## src/rtl/camara_pkg.sv

```systemverilog
// Shared definitions for the disinfection chamber: state codes, keypad codes, width helper.
// Latency: n/a (package only).
// Backpressure: n/a.
package camara_pkg;

  // State codes are exported on `estado` and decoded by the LCD message logic.
  typedef enum logic [2:0] {
    ST_IDLE    = 3'd0,
    ST_ENTRADA = 3'd1,
    ST_DESINF  = 3'd2,
    ST_SALIDA  = 3'd3,
    ST_ABORTO  = 3'd4
  } estado_t;

  // Keypad codes shared with the keypad scanner and the LCD block.
  localparam logic [5:0] KEY_INICIO = 6'd1;
  localparam logic [5:0] KEY_ABORTO = 6'd10;
  localparam logic [5:0] KEY_REARME = 6'd11;

  // Number of bits needed to hold `valor` (at least 1).
  function automatic int bits_para(input int valor);
    if (valor <= 1) return 1;
    return $clog2(valor + 1);
  endfunction

endpackage

```

## src/rtl/antirrebote_sensor.sv

```systemverilog
// FC-51 input conditioning: 2-FF synchronizer, free-running ms tick, tick-based debounce.
// Latency: 2 sync cycles + DEBOUNCE_MS ticks to accept a level; pres_rise is registered with the level.
// Backpressure: none; pres_rise and tick_ms are single-cycle pulses that are not held.
// Ports: clk/rst_n clock and async active-low reset; sensor raw async presence input;
//        nivel debounced level; pres_rise pulse on debounced 0->1; tick_ms 1-cycle ms tick.
module antirrebote_sensor
  import camara_pkg::*;
#(
  parameter int CLK_HZ      = 50000000,
  parameter int DEBOUNCE_MS = 20
) (
  input  logic clk,
  input  logic rst_n,
  input  logic sensor,
  output logic nivel,
  output logic pres_rise,
  output logic tick_ms
);

  localparam int DIV = CLK_HZ / 1000;
  localparam int DW  = bits_para(DIV - 1);
  localparam int CW  = bits_para(DEBOUNCE_MS);

  logic [DW-1:0] div_cnt;
  logic [CW-1:0] deb_cnt;
  logic          s_meta;
  logic          s_sync;

  // Tick is decoded from the divider so it is available to the FSM in the same cycle.
  assign tick_ms = (div_cnt == DW'(DIV - 1));

  always_ff @(posedge clk or negedge rst_n) begin
    if (!rst_n) begin
      div_cnt <= '0;
    end else if (tick_ms) begin
      div_cnt <= '0;
    end else begin
      div_cnt <= div_cnt + 1'b1;
    end
  end

  always_ff @(posedge clk or negedge rst_n) begin
    if (!rst_n) begin
      s_meta <= 1'b0;
      s_sync <= 1'b0;
    end else begin
      s_meta <= sensor;
      s_sync <= s_meta;
    end
  end

  // Count ticks while the synchronized input disagrees with the accepted level;
  // any return to agreement (a bounce) restarts the count from zero.
  always_ff @(posedge clk or negedge rst_n) begin
    if (!rst_n) begin
      deb_cnt   <= '0;
      nivel     <= 1'b0;
      pres_rise <= 1'b0;
    end else begin
      pres_rise <= 1'b0;
      if (s_sync == nivel) begin
        deb_cnt <= '0;
      end else if (tick_ms) begin
        if (deb_cnt == CW'(DEBOUNCE_MS - 1)) begin
          nivel     <= s_sync;
          pres_rise <= s_sync;
          deb_cnt   <= '0;
        end else begin
          deb_cnt <= deb_cnt + 1'b1;
        end
      end
    end
  end

endmodule

```

## src/rtl/secuenciador_camara.sv

```systemverilog
// Disinfection cycle sequencer: entry door, spray/UV, exit door, with keypad abort/re-arm.
// Latency: state changes 1 cycle after the triggering event; outputs follow the state 1 cycle later.
// Backpressure: none; ignored keys and presence edges are dropped, never queued.
// Ports: CLOCK_50/rst_n clock and async active-low reset; sensor raw presence; tecla/tecla_stb keypad;
//        zumbador/led/servo180/servo360 actuator commands; estado state code; ciclos saturating
//        completed-cycle count; fin_pulso 1-cycle pulse on normal completion.
module secuenciador_camara
  import camara_pkg::*;
#(
  parameter int CLK_HZ       = 50000000,
  parameter int DEBOUNCE_MS  = 20,
  parameter int T_ENTRADA_MS = 3000,
  parameter int T_DESINF_MS  = 10000,
  parameter int T_SALIDA_MS  = 3000,
  parameter int BEEP_MS      = 500
) (
  input  logic       CLOCK_50,
  input  logic       rst_n,
  input  logic       sensor,
  input  logic [5:0] tecla,
  input  logic       tecla_stb,
  output logic       zumbador,
  output logic       led,
  output logic       servo180,
  output logic       servo360,
  output logic [2:0] estado,
  output logic [7:0] ciclos,
  output logic       fin_pulso
);

  localparam int T_MAX0 = (T_ENTRADA_MS > T_SALIDA_MS) ? T_ENTRADA_MS : T_SALIDA_MS;
  localparam int T_MAX  = (T_DESINF_MS > T_MAX0) ? T_DESINF_MS : T_MAX0;
  localparam int TW     = bits_para(T_MAX);

  estado_t       est_q;
  estado_t       est_d;
  logic [TW-1:0] timer_q;
  logic          nivel;
  logic          pres_rise;
  logic          tick_ms;
  logic          key_inicio;
  logic          key_aborto;
  logic          key_rearme;
  logic          fin_entrada;
  logic          fin_desinf;
  logic          fin_salida;
  logic          fin_evt;

  antirrebote_sensor #(
    .CLK_HZ     (CLK_HZ),
    .DEBOUNCE_MS(DEBOUNCE_MS)
  ) u_antirrebote (
    .clk      (CLOCK_50),
    .rst_n    (rst_n),
    .sensor   (sensor),
    .nivel    (nivel),
    .pres_rise(pres_rise),
    .tick_ms  (tick_ms)
  );

  assign key_inicio = tecla_stb && (tecla == KEY_INICIO);
  assign key_aborto = tecla_stb && (tecla == KEY_ABORTO);
  assign key_rearme = tecla_stb && (tecla == KEY_REARME);

  // A phase of N ms ends in the cycle carrying the Nth tick after entry.
  assign fin_entrada = tick_ms && (timer_q == TW'(T_ENTRADA_MS - 1));
  assign fin_desinf  = tick_ms && (timer_q == TW'(T_DESINF_MS - 1));
  assign fin_salida  = tick_ms && (timer_q == TW'(T_SALIDA_MS - 1));

  // Priority inside a phase: abort key, then loss of presence, then timer expiry.
  always_comb begin
    est_d   = est_q;
    fin_evt = 1'b0;
    case (est_q)
      ST_IDLE: begin
        if (pres_rise || key_inicio) est_d = ST_ENTRADA;
      end
      ST_ENTRADA: begin
        if (key_aborto)       est_d = ST_ABORTO;
        else if (fin_entrada) est_d = ST_DESINF;
      end
      ST_DESINF: begin
        if (key_aborto || !nivel) est_d = ST_ABORTO;
        else if (fin_desinf)      est_d = ST_SALIDA;
      end
      ST_SALIDA: begin
        if (key_aborto) begin
          est_d = ST_ABORTO;
        end else if (fin_salida) begin
          est_d   = ST_IDLE;
          fin_evt = 1'b1;
        end
      end
      ST_ABORTO: begin
        if (key_rearme) est_d = ST_IDLE;
      end
      default: est_d = ST_IDLE;
    endcase
  end

  // The timer restarts on every state change; a tick landing on the entry cycle is not counted.
  always_ff @(posedge CLOCK_50 or negedge rst_n) begin
    if (!rst_n) begin
      est_q     <= ST_IDLE;
      timer_q   <= '0;
      fin_pulso <= 1'b0;
      ciclos    <= '0;
    end else begin
      est_q     <= est_d;
      timer_q   <= (est_d != est_q) ? '0 : timer_q + TW'(tick_ms);
      fin_pulso <= fin_evt;
      if (fin_evt && (ciclos != 8'hFF)) ciclos <= ciclos + 8'd1;
    end
  end

  // Actuator commands are registered from the current state.
  always_ff @(posedge CLOCK_50 or negedge rst_n) begin
    if (!rst_n) begin
      estado   <= 3'd0;
      zumbador <= 1'b0;
      led      <= 1'b0;
      servo180 <= 1'b0;
      servo360 <= 1'b0;
    end else begin
      estado   <= est_q;
      zumbador <= (est_q == ST_ABORTO) ||
                  (((est_q == ST_ENTRADA) || (est_q == ST_SALIDA)) && (timer_q < TW'(BEEP_MS)));
      led      <= (est_q == ST_DESINF);
      servo360 <= (est_q == ST_DESINF);
      servo180 <= (est_q == ST_ENTRADA) || (est_q == ST_SALIDA);
    end
  end

endmodule

```

## config.mk

```make
export PLATFORM = sky130hd
export DESIGN_NAME = secuenciador_camara
export DESIGN_NICKNAME = d
export VERILOG_FILES = /design/src/rtl/camara_pkg.sv /design/src/rtl/antirrebote_sensor.sv /design/src/rtl/secuenciador_camara.sv
export SDC_FILE = /design/constraint.sdc
export NUM_CORES = 1
export LEC_CHECK = 0
export CORE_MARGIN = 4
export CORE_UTILIZATION = 45
export DETAILED_ROUTE_END_ITERATION = 12
export GPL_TIMING_DRIVEN = 0
export PLACE_DENSITY = 0.63
export SLEW_MARGIN = 20
export SYNTH_ARGS = -nofsm -noshare
export SYNTH_HDL_FRONTEND = slang
export SYNTH_HIERARCHICAL = 1
export SYNTH_SLANG_ARGS = --single-unit
```

## constraint.sdc

```tcl
create_clock -name CLOCK_50 -period 3.4 [get_ports CLOCK_50]
set_clock_uncertainty 0.1 [all_clocks]
set_input_delay 0.68 -clock CLOCK_50 [delete_from_list [all_inputs] [get_ports CLOCK_50]]
set_output_delay 0.68 -clock CLOCK_50 [all_outputs]
set_load 0.005 [all_outputs]
```

==> results of run 1 <==
[stage by stage]
step	util (%)	area, um2
floorplan	-	2779
global placement	52.44	3123
detailed placement	52.40	3120
CTS	55.63	3313
global route	55.63	3313
finish	55.63	3313
[registers in the layout (all words and copies together) (netlist names), 3 cells and up]
name                   flops
ciclos                     8
u_antirrebote/deb_cnt      5
timer_q                   14
u_antirrebote/div_cnt     16
est_q                      3
estado                     3
[Yosys cell counts, types with 2 or more instances]
cell type / number
dfrtp_1: 57
nor2_1: 22
nand3_1: 19
nand2_1: 17
xor2_1: 15
xnor2_1: 14
nor2_2: 10
nand4_1: 9
nor2b_1: 7
and3_1: 5
ha_1: 5
o21ai_0: 5
a21oi_1: 4
and4_1: 4
inv_1: 4
mux2i_1: 3
nand4bb_1: 3
nor3_1: 3
nor3b_1: 3
o22ai_1: 3
a21o_1: 2
a31oi_1: 2
and4bb_2: 2
buf_2: 2
buf_4: 2
mux2_2: 2
nand2b_1: 2
nand4b_1: 2
or3_1: 2
or4b_1: 2
[power by group]
part / internal (uW) / switching [uW]
Combinational: 94.6 / 80.4
Sequential: 752 / 98.4
Clock: 342 / 253
[cell families after synthesis]
group,Yosys count
adder cells (fa/ha/maj),5
AO/OA/AOI/OAI,24
XOR/XNOR,29
AND/OR/NAND/NOR,124
buffers and inverters,9
multiplexers,5
flip-flops,57
[per-layer routing]
layer	GRT usage, %	vias up
li1	-	972
met1	20.80	915
met2	20.38	27
met3	4.087	9
met4	6.374	0
met5	0	-
[area by class of cell]
class	count	area [um2]	area share, %
well taps	75	93.84	2.832
flip-flops and latches	57	1426	43.05
clock inverters	2	10.01	0.3021
plain buffers	5	36.28	1.095
clock buffers	14	182.7	5.514
inverters	4	15.01	0.4532
repair buffers	25	247.7	7.477
multi-input cells	187	1301	39.27
[worst max path at each step]
stage	to	slack [ns]	cells after the start
after floorplan	timer_q[3]	1.01	10
final	timer_q[5]	0.61	10
after global placement	u_antirrebote/div_cnt[1]	-0.24	1
after global routing	timer_q[6]	0.45	10
after CTS	timer_q[5]	0.57	10
after detailed placement	timer_q[7]	0.48	8
==> metrics.cfg, run 1 <==
[clock_network]
cts.sinks = 57
cts_buffer_depth = 2
tritoncts = yes
cts_resized = 0
cts_hold_buf = 0
path_clk_slew_ns = 0.06
cts_setup_buffers = 0
htreeDepth = 3
cts_buffers = 9
worstSkewPairLatency_ns = 0.33
root_buffer = clkbuf_8

[sta]
slew_viol_final = 0
hold_viol = 0
fin_crit_sh_pct = 82.12
final-setup-viol-count = 0
slew_headroom_pct = 53.13
postLayoutSetupSlackWorst_ns = 0.6078
setup-tns-final_ns = 0
min_period_ns = 2.792
fmax_mhz = 358.1
rsz0062_at_grt = no
worst_slew_pin_slew_ns = 0.7031
whs_ns = 0.2523

[final_layout]
layout_common_cells = dfrtp_1, clkdlybuf4s50_1, nor2_1
n_fill_cell = 537
final_common_cell = dfrtp_1
fin_cells = 369
fin_nets = 304
area.growth.synth_to_final_pct = 19.23
diodes = 0
drive_above_1_share_pct = 15.65

[power]
vdd_ir_drop_max_v = 0.0002749
p_leak_uw = 0.001426
finalPower_uw = 1621
power_density_mw_per_mm2 = 489.2

[drt]
viasPerCell = 5.211
met1_length_um = 2553
ant_nets = 0
wl_met2_um = 2109
wl_per_cell_um = 13.38
drc = 0
wl_met3_um = 192
totalWireLength_um = 4939
drtIter0Drc = 55
vias = 1923
dr.pass1.iters = 4
topRoutingLayerUsed = met4

[global_routing]
first_global_vias = 1811
antenna_found_initial = 0
grt_max_degree = 58
grt_pass1_wl_um = 8459
grtUsageTotal_pct = 14.49
grt-ovfl-total = 0

[yosys]
synth_fa_ha_area_share_pct = 2.251
synth-compound-area-share_pct = 6.664
syn-cell-area_mm2 = 0.002779
synth_top_family_by_area = simple AND/OR/NAND/NOR gates
syn-num-nets = 268
synth_top_area_share_pct = 51.33
synth_xor_area_share_pct = 9.140
synth_warnings = 6
synth_ff_type = dfrtp_1
synth_mux_area_share_pct = 1.891
async_flop_share_pct = 100.0
ys_seq_elements = 57
ys_seq_area_share_pct = 51.33
synth_edf_count = 0
syn_avg_cell_area_um2 = 10.98
synth_area_leaders = dfrtp_1, xor2_1, xnor2_1
ys_types = 51
yosys.area_share.simple_pct = 26.88
syn_inst = 253
yosysTopAreaCell = dfrtp_1

[place]
dp.cells = 353
place_congestion = 0.7220
port_buffers = 25
hpwl_um = 3549
post-place-ws_ns = 0.4821

[setup_path]
cp_slowest_cell = dfrtp_1
arrival_ns = 2.91
cpPeakStageDelay_ns = 0.39
rr_worst_depth = 10
crit_chain = ha_1, and3_2, and4_2, buf_4, nand3_1, nor4_2, nand2b_1, a21boi_2, buf_6, nor2_2
cp-startpoint = u_antirrebote/div_cnt[0]
crit_buf_inv = 2
reg2reg_to = timer_q[5]
crit_family = simple AND/OR/NAND/NOR gates
reg2reg_slack_ns = 0.61
worstPathMaxFanout = 11
critical_path_required_ns = 3.52
startpoint_type = flip-flop
path_class = reg2reg
crit_path_end_kind = flip-flop
timing.rr.start = u_antirrebote/div_cnt[0]

[die]
start_util_pct = 46.66
coreArea_mm2 = 0.005956
ios = 26
dieArea_mm2 = 0.007497
row_count = 28
die_w_um = 86.59
fp.dieH_um = 86.59

[flow_run]
cap_violations = 0

[min_path]
min_to = u_antirrebote/s_sync
hold_class = reg2reg
worstHoldPathCells = 0
hold_start = u_antirrebote/s_meta

[outcome]
outcome = completed

Power figures use the tool's default switching activity.
==> run 2, diff against run 1 <==
- PLACE_DENSITY: 0.63 -> 0.66
- clock period: 3.4 -> 2.45 ns (I/O delays scaled with it)
==> metrics.cfg, run 2 (synthesized netlist as in run 1, its figures left out) <==
[place]
port_buffers = 25  ; unchanged
post-place-ws_ns = -0.3339  ; -0.8161 ns
place_area_mm2 = 0.003120  ; unchanged
place_congestion = 0.7472  ; +3.5%
hpwl_um = 3503  ; -1.3%

[sta]
slew_headroom_pct = 52.31  ; -0.82 points
slew_viol_final = 0  ; unchanged
fmax_mhz = 431.3  ; +20%
worst_slew_pin_slew_ns = 0.7153  ; +0.01225 ns
min_period_ns = 2.318  ; -0.4738 ns
final-setup-viol-count = 0  ; unchanged
postLayoutSetupSlackWorst_ns = 0.1316  ; -0.4762 ns
fin_crit_sh_pct = 94.63  ; +13 points
hold_viol = 0  ; unchanged
rsz0062_at_grt = no

[final_layout]
final_common_cell = dfrtp_1
final_area_mm2 = 0.003538  ; +6.8%
area.growth.synth_to_final_pct = 27.33
top_register = u_antirrebote/div_cnt
diodes = 0  ; unchanged
reg_top3 = u_antirrebote/div_cnt: 16 flops, timer_q: 14 flops, ciclos: 8 flops
fin_nets = 318  ; +4.6%
ff_latch_area_mm2 = 0.001429  ; +0.18%
multiInputGateArea_mm2 = 0.001394  ; +7.1%
n_fill_cell = 515  ; -4.1%
layout_common_cells = dfrtp_1, clkdlybuf4s50_1, nor2_1
largest_reg_flops = 16  ; unchanged
drive_above_1_share_pct = 23.05  ; +7.4 points
final_core_util_pct = 59.41  ; +3.8 points

[global_routing]
antenna_found_initial = 0  ; unchanged
grt_max_degree = 58  ; unchanged
grt-ovfl-total = 0  ; unchanged
first_global_vias = 1959  ; +8.2%
grtUsageTotal_pct = 16.15  ; +1.7 points
grt_pass1_wl_um = 9335  ; +10%

[drt]
ant_nets = 0  ; unchanged
totalWireLength_um = 5430  ; +9.9%
wl_per_cell_um = 14.18  ; +5.9%
drtIter0Drc = 94  ; +71%
vias = 2035  ; +5.8%
drc = 0  ; unchanged
dr.pass1.iters = 4  ; unchanged
viasPerCell = 5.313  ; +2.0%

[clock_network]
worstSkewPairLatency_ns = 0.33  ; about the same
cts_buffers = 9  ; unchanged
path_clk_slew_ns = 0.06  ; about the same
root_buffer = clkbuf_8
cts.sinks = 57  ; unchanged
htreeDepth = 3  ; unchanged
cts_hold_buf = 0  ; unchanged
cts_buffer_depth = 2  ; unchanged
tritoncts = yes

[setup_path]
cpMostUsedCell = and4_4
crit_path_end_kind = flip-flop
cp_slowest_cell = dfrtp_2
reg2reg_slack_ns = 0.13  ; -0.48 ns
worstPathMaxFanout = 6  ; -5
crit_buf_inv = 0  ; -2
reg2reg_to = timer_q[13]
timing.rr.start = u_antirrebote/div_cnt[4]
cpPeakStageDelay_ns = 0.45  ; +0.06 ns
arrival_ns = 2.44  ; -0.47 ns
crit_chain = nor4b_4, and4_4, ha_2, and3_4, and4_4, nand4_1, xor2_1, nor2_1
crit_family = simple AND/OR/NAND/NOR gates
critical_path_required_ns = 2.57  ; -0.95 ns
rr_worst_depth = 8  ; -2
startpoint_type = flip-flop
path_class = reg2reg

[power]
p_leak_uw = 0.001518  ; +6.5%
vdd_ir_drop_max_v = 0.0004551  ; +66%
power_density_mw_per_mm2 = 668.6  ; +37%

[die]
fp.dieH_um = 86.59  ; unchanged
start_util_pct = 46.66  ; unchanged
coreArea_mm2 = 0.005956  ; unchanged
dieArea_mm2 = 0.007497  ; unchanged
die_w_um = 86.59  ; unchanged
row_count = 28  ; unchanged
ios = 26  ; unchanged

[outcome]
outcome = completed

[flow_run]
cap_violations = 0  ; unchanged

[min_path]
hold_class = in2async

run 2: changes by cell type in the layout (fill, tap and decap cells not counted), sizes merged:
cell / previous run / this run
buf: 6 / 20
clkinv: 2 / 1
bufinv: 0 / 1
run 2: routing by layer:
metal  vias to the layer above  share of wire [%]  GRT usage, %
li1                       1007                  -             -
met5                         -                  0             0
met4                         0                2.8         9.915
met3                        10                3.3         2.852
met2                        43                 44         22.74
met1                       975                 50         23.03
run 2: timing repair:
item / 4_1_cts / 5_1_grt
resized for setup: 14 / 12
setup endpoints to repair: 22 / 21
buffers inserted: 11 / 4
pin swaps: 5 / 4
run 2: final cells by class:
cell class | count | area share, %
sequential | 57 | 40.38
multi-input combinational | 187 | 39.39
timing repair buffer | 40 | 10.18
clock buffer | 14 | 4.880
tap | 75 | 2.652
buffer | 4 | 1.096
clock inverter | 2 | 0.9901
inverter | 4 | 0.4243
run 2: stage by stage:
stage | hold slack [ns] | setup TNS (ns) | total power, uW | std cells
final | 0.1111 | 0 | 2366 | 383
after global routing | 0.1743 | 0 | 2478 | 383
after CTS | 0.1229 | 0 | 2362 | 380
after detailed placement | 0.2426 | -5.317 | 1443 | 353
after global placement | 0.2563 | -60.33 | 1439 | 353
after floorplan | 0.09441 | 0 | 1336 | 253
run 2: power breakdown:
group | internal (uW) | switching (uW) | total, uW
sequential | 1040 | 161 | 1200
combinational | 135 | 123 | 257
clock | 552 | 352 | 904
total | 1730 | 635 | 2370
run 2: how the worst max path moves through the flow:
stage                                  start                         to  slack (ns)  depth (start not counted)
floorplan           u_antirrebote/div_cnt[0]                 timer_q[3]        0.06                         10
global placement                       rst_n  u_antirrebote/div_cnt[12]       -0.98                          1
detailed placement  u_antirrebote/div_cnt[0]                 timer_q[7]       -0.33                         10
CTS                 u_antirrebote/div_cnt[5]                  ciclos[7]       0.009                         10
global route        u_antirrebote/div_cnt[4]                  ciclos[7]       0.004                          9
finish              u_antirrebote/div_cnt[4]                timer_q[13]        0.13                          8
==> run 3, diff against run 2 <==
- CAP_MARGIN: unset -> 25
- SLEW_MARGIN: 20 -> unset
==> metrics.cfg, run 3 (synthesized netlist as in run 1, its figures left out) <==
[outcome]
outcome = completed

[sta]
whs_ns = 0.04549  ; -0.06563 ns
slew_headroom_pct = 61.60  ; +9.3 points
min_period_ns = 2.328  ; +0.009716 ns
fin_crit_sh_pct = 95.03  ; +0.40 points
worst_slew_pin_slew_ns = 0.5760  ; -0.1394 ns
setup-tns-final_ns = 0  ; unchanged
slew_viol_final = 0  ; unchanged
final-setup-viol-count = 0  ; unchanged
hold_viol = 0  ; unchanged
rsz0062_at_grt = no
fmax_mhz = 429.5  ; -0.42%
postLayoutSetupSlackWorst_ns = 0.1219  ; -0.009716 ns

[drt]
totalWireLength_um = 5498  ; +1.3%
drc = 0  ; unchanged
dr.pass1.iters = 4  ; unchanged
vias = 2023  ; -0.59%
drtIter0Drc = 107  ; +14%
viasPerCell = 5.268  ; -0.85%
wl_per_cell_um = 14.32  ; +0.99%
ant_nets = 0  ; unchanged

[power]
p_sw_share_pct = 27.90  ; +1.0 points
combPwrFrac_pct = 11.3  ; +0.4 points
vdd_ir_drop_max_v = 0.0004706  ; +3.4%
intPower_uw = 1655  ; -4.3%
finalPower_uw = 2296  ; -2.9%
p_leak_uw = 0.001524  ; +0.44%
power_density_mw_per_mm2 = 643.9  ; -3.7%
p_clk_share_pct = 36.4  ; -1.8 points
pwr-share-seq_pct = 52.4  ; +1.5 points
p_sw_uw = 640.6  ; +0.80%

[clock_network]
path_clk_slew_ns = 0.06  ; about the same
cts.sinks = 57  ; unchanged
htreeDepth = 3  ; unchanged
cts_hold_buf = 0  ; unchanged
cts_buffers = 9  ; unchanged
cts_buffer_depth = 2  ; unchanged
tritoncts = yes
worstSkewPairLatency_ns = 0.34  ; about the same
root_buffer = clkbuf_8

[setup_path]
path_class = reg2reg
worstPathMaxFanout = 6  ; unchanged
cpPeakStageDelay_ns = 0.45  ; about the same
crit_chain = nor4b_4, and4_4, nand3_4, nor4_4, buf_4, and3_4, buf_6, and4_1, nor2_1
crit_family = simple AND/OR/NAND/NOR gates
startpoint_type = flip-flop
critical_path_required_ns = 2.58  ; about the same
crit_buf_inv = 2  ; +2
arrival_ns = 2.45  ; about the same
cp_slowest_cell = dfrtp_2
crit_path_end_kind = flip-flop

[final_layout]
top_register = u_antirrebote/div_cnt
n_fill_cell = 493  ; -4.3%
area.growth.synth_to_final_pct = 28.32
largest_reg_flops = 16  ; unchanged
final_common_cell = dfrtp_1
drive_above_1_share_pct = 23.62  ; +0.57 points
fin_nets = 319  ; +0.31%
diodes = 0  ; unchanged
layout_common_cells = dfrtp_1, clkdlybuf4s50_1, nor2_1
reg_top3 = u_antirrebote/div_cnt: 16 flops, timer_q: 14 flops, ciclos: 8 flops

[die]
dieArea_mm2 = 0.007497  ; unchanged
ios = 26  ; unchanged
row_count = 28  ; unchanged
start_util_pct = 46.66  ; unchanged
coreArea_mm2 = 0.005956  ; unchanged
die_w_um = 86.59  ; unchanged
fp.dieH_um = 86.59  ; unchanged

[min_path]
hold_class = in2async

[place]
port_buffers = 25  ; unchanged
post-place-ws_ns = -0.3362  ; -0.002270 ns
place_congestion = 0.7472  ; unchanged
hpwl_um = 3624  ; +3.5%

[global_routing]
grtUsageTotal_pct = 15.98  ; -0.17 points
grt-ovfl-total = 0  ; unchanged
antenna_found_initial = 0  ; unchanged
first_global_vias = 1894  ; -3.3%
grt_max_degree = 33  ; -43%
grt_pass1_wl_um = 9190  ; -1.6%

[flow_run]
cap_violations = 0  ; unchanged

run 3: cell count changes in the layout (fill, tap and decap cells not counted), sizes merged:
cell,before,now
clkinv,1,2
buf,20,21
bufinv,1,0
run 3: power groups by stage:
| stage | Combinational (uW) | Clock, uW | Sequential, uW |
|---|---|---|---|
| global placement | 243 | 0 | 1200 |
| global route | 289 | 913 | 1220 |
| CTS | 258 | 859 | 1180 |
| finish | 259 | 835 | 1200 |
| floorplan | 170 | 0 | 1170 |
| detailed placement | 250 | 0 | 1200 |
run 3: worst register-to-register path, cell delays in order (launching register included):
cell     delay [ns]
dfrtp_2        0.45
nor4b_4        0.34
and4_4         0.35
nand3_4        0.11
nor4_4         0.20
buf_4          0.18
and3_4         0.18
buf_6          0.11
and4_1         0.18
nor2_1         0.04
run 3: worst paths after layout:
path                                          startpoint                       end  slack [ns]  depth (start not counted)
min in group CLOCK_50               u_antirrebote/s_meta      u_antirrebote/s_sync        0.25                          0
max in group asynchronous                          rst_n  u_antirrebote/deb_cnt[1]        1.63                          2
worst max register to register  u_antirrebote/div_cnt[4]                 ciclos[7]        0.12                          9
worst min register to register      u_antirrebote/s_meta      u_antirrebote/s_sync        0.25                          0
worst min-delay path                               rst_n                timer_q[7]        0.05                          1
worst max-delay path            u_antirrebote/div_cnt[4]                 ciclos[7]        0.12                          9
run 3: metal layers:
metal  GRT usage [%]  wire [um]  vias up
met5               0          0        -
met2           22.74       2509       36
met4           5.099         60        0
met1           22.38       2669      978
met3           6.274        259        7
li1                -          -     1002
run 3: area by class of cell:
class	instances	area (um2)	share of cell area, %
Tap cell	75	93.84	2.632
Timing Repair Buffer	41	377.9	10.60
Inverter	4	15.01	0.4211
Multi-Input combinational cell	187	1419	39.79
Clock buffer	14	182.7	5.123
Clock inverter	2	10.01	0.2807
Sequential cell	57	1429	40.07
Buffer	4	38.79	1.088
run 3: metrics by stage:
stage	instances	util [%]	cell area [um2]
floorplan	253	-	2779
global placement	353	52.44	3123
detailed placement	354	52.69	3138
CTS	379	58.21	3467
global route	384	59.87	3566
finish	384	59.87	3566
run 3: timing repair:
item / 4_1_cts / 5_1_grt
setup endpoints to repair: 22 / 22
gates resized for setup: 15 / 15
buffers inserted: 9 / 6
pin swaps: 5 / 5
gates cloned: 0 / 0
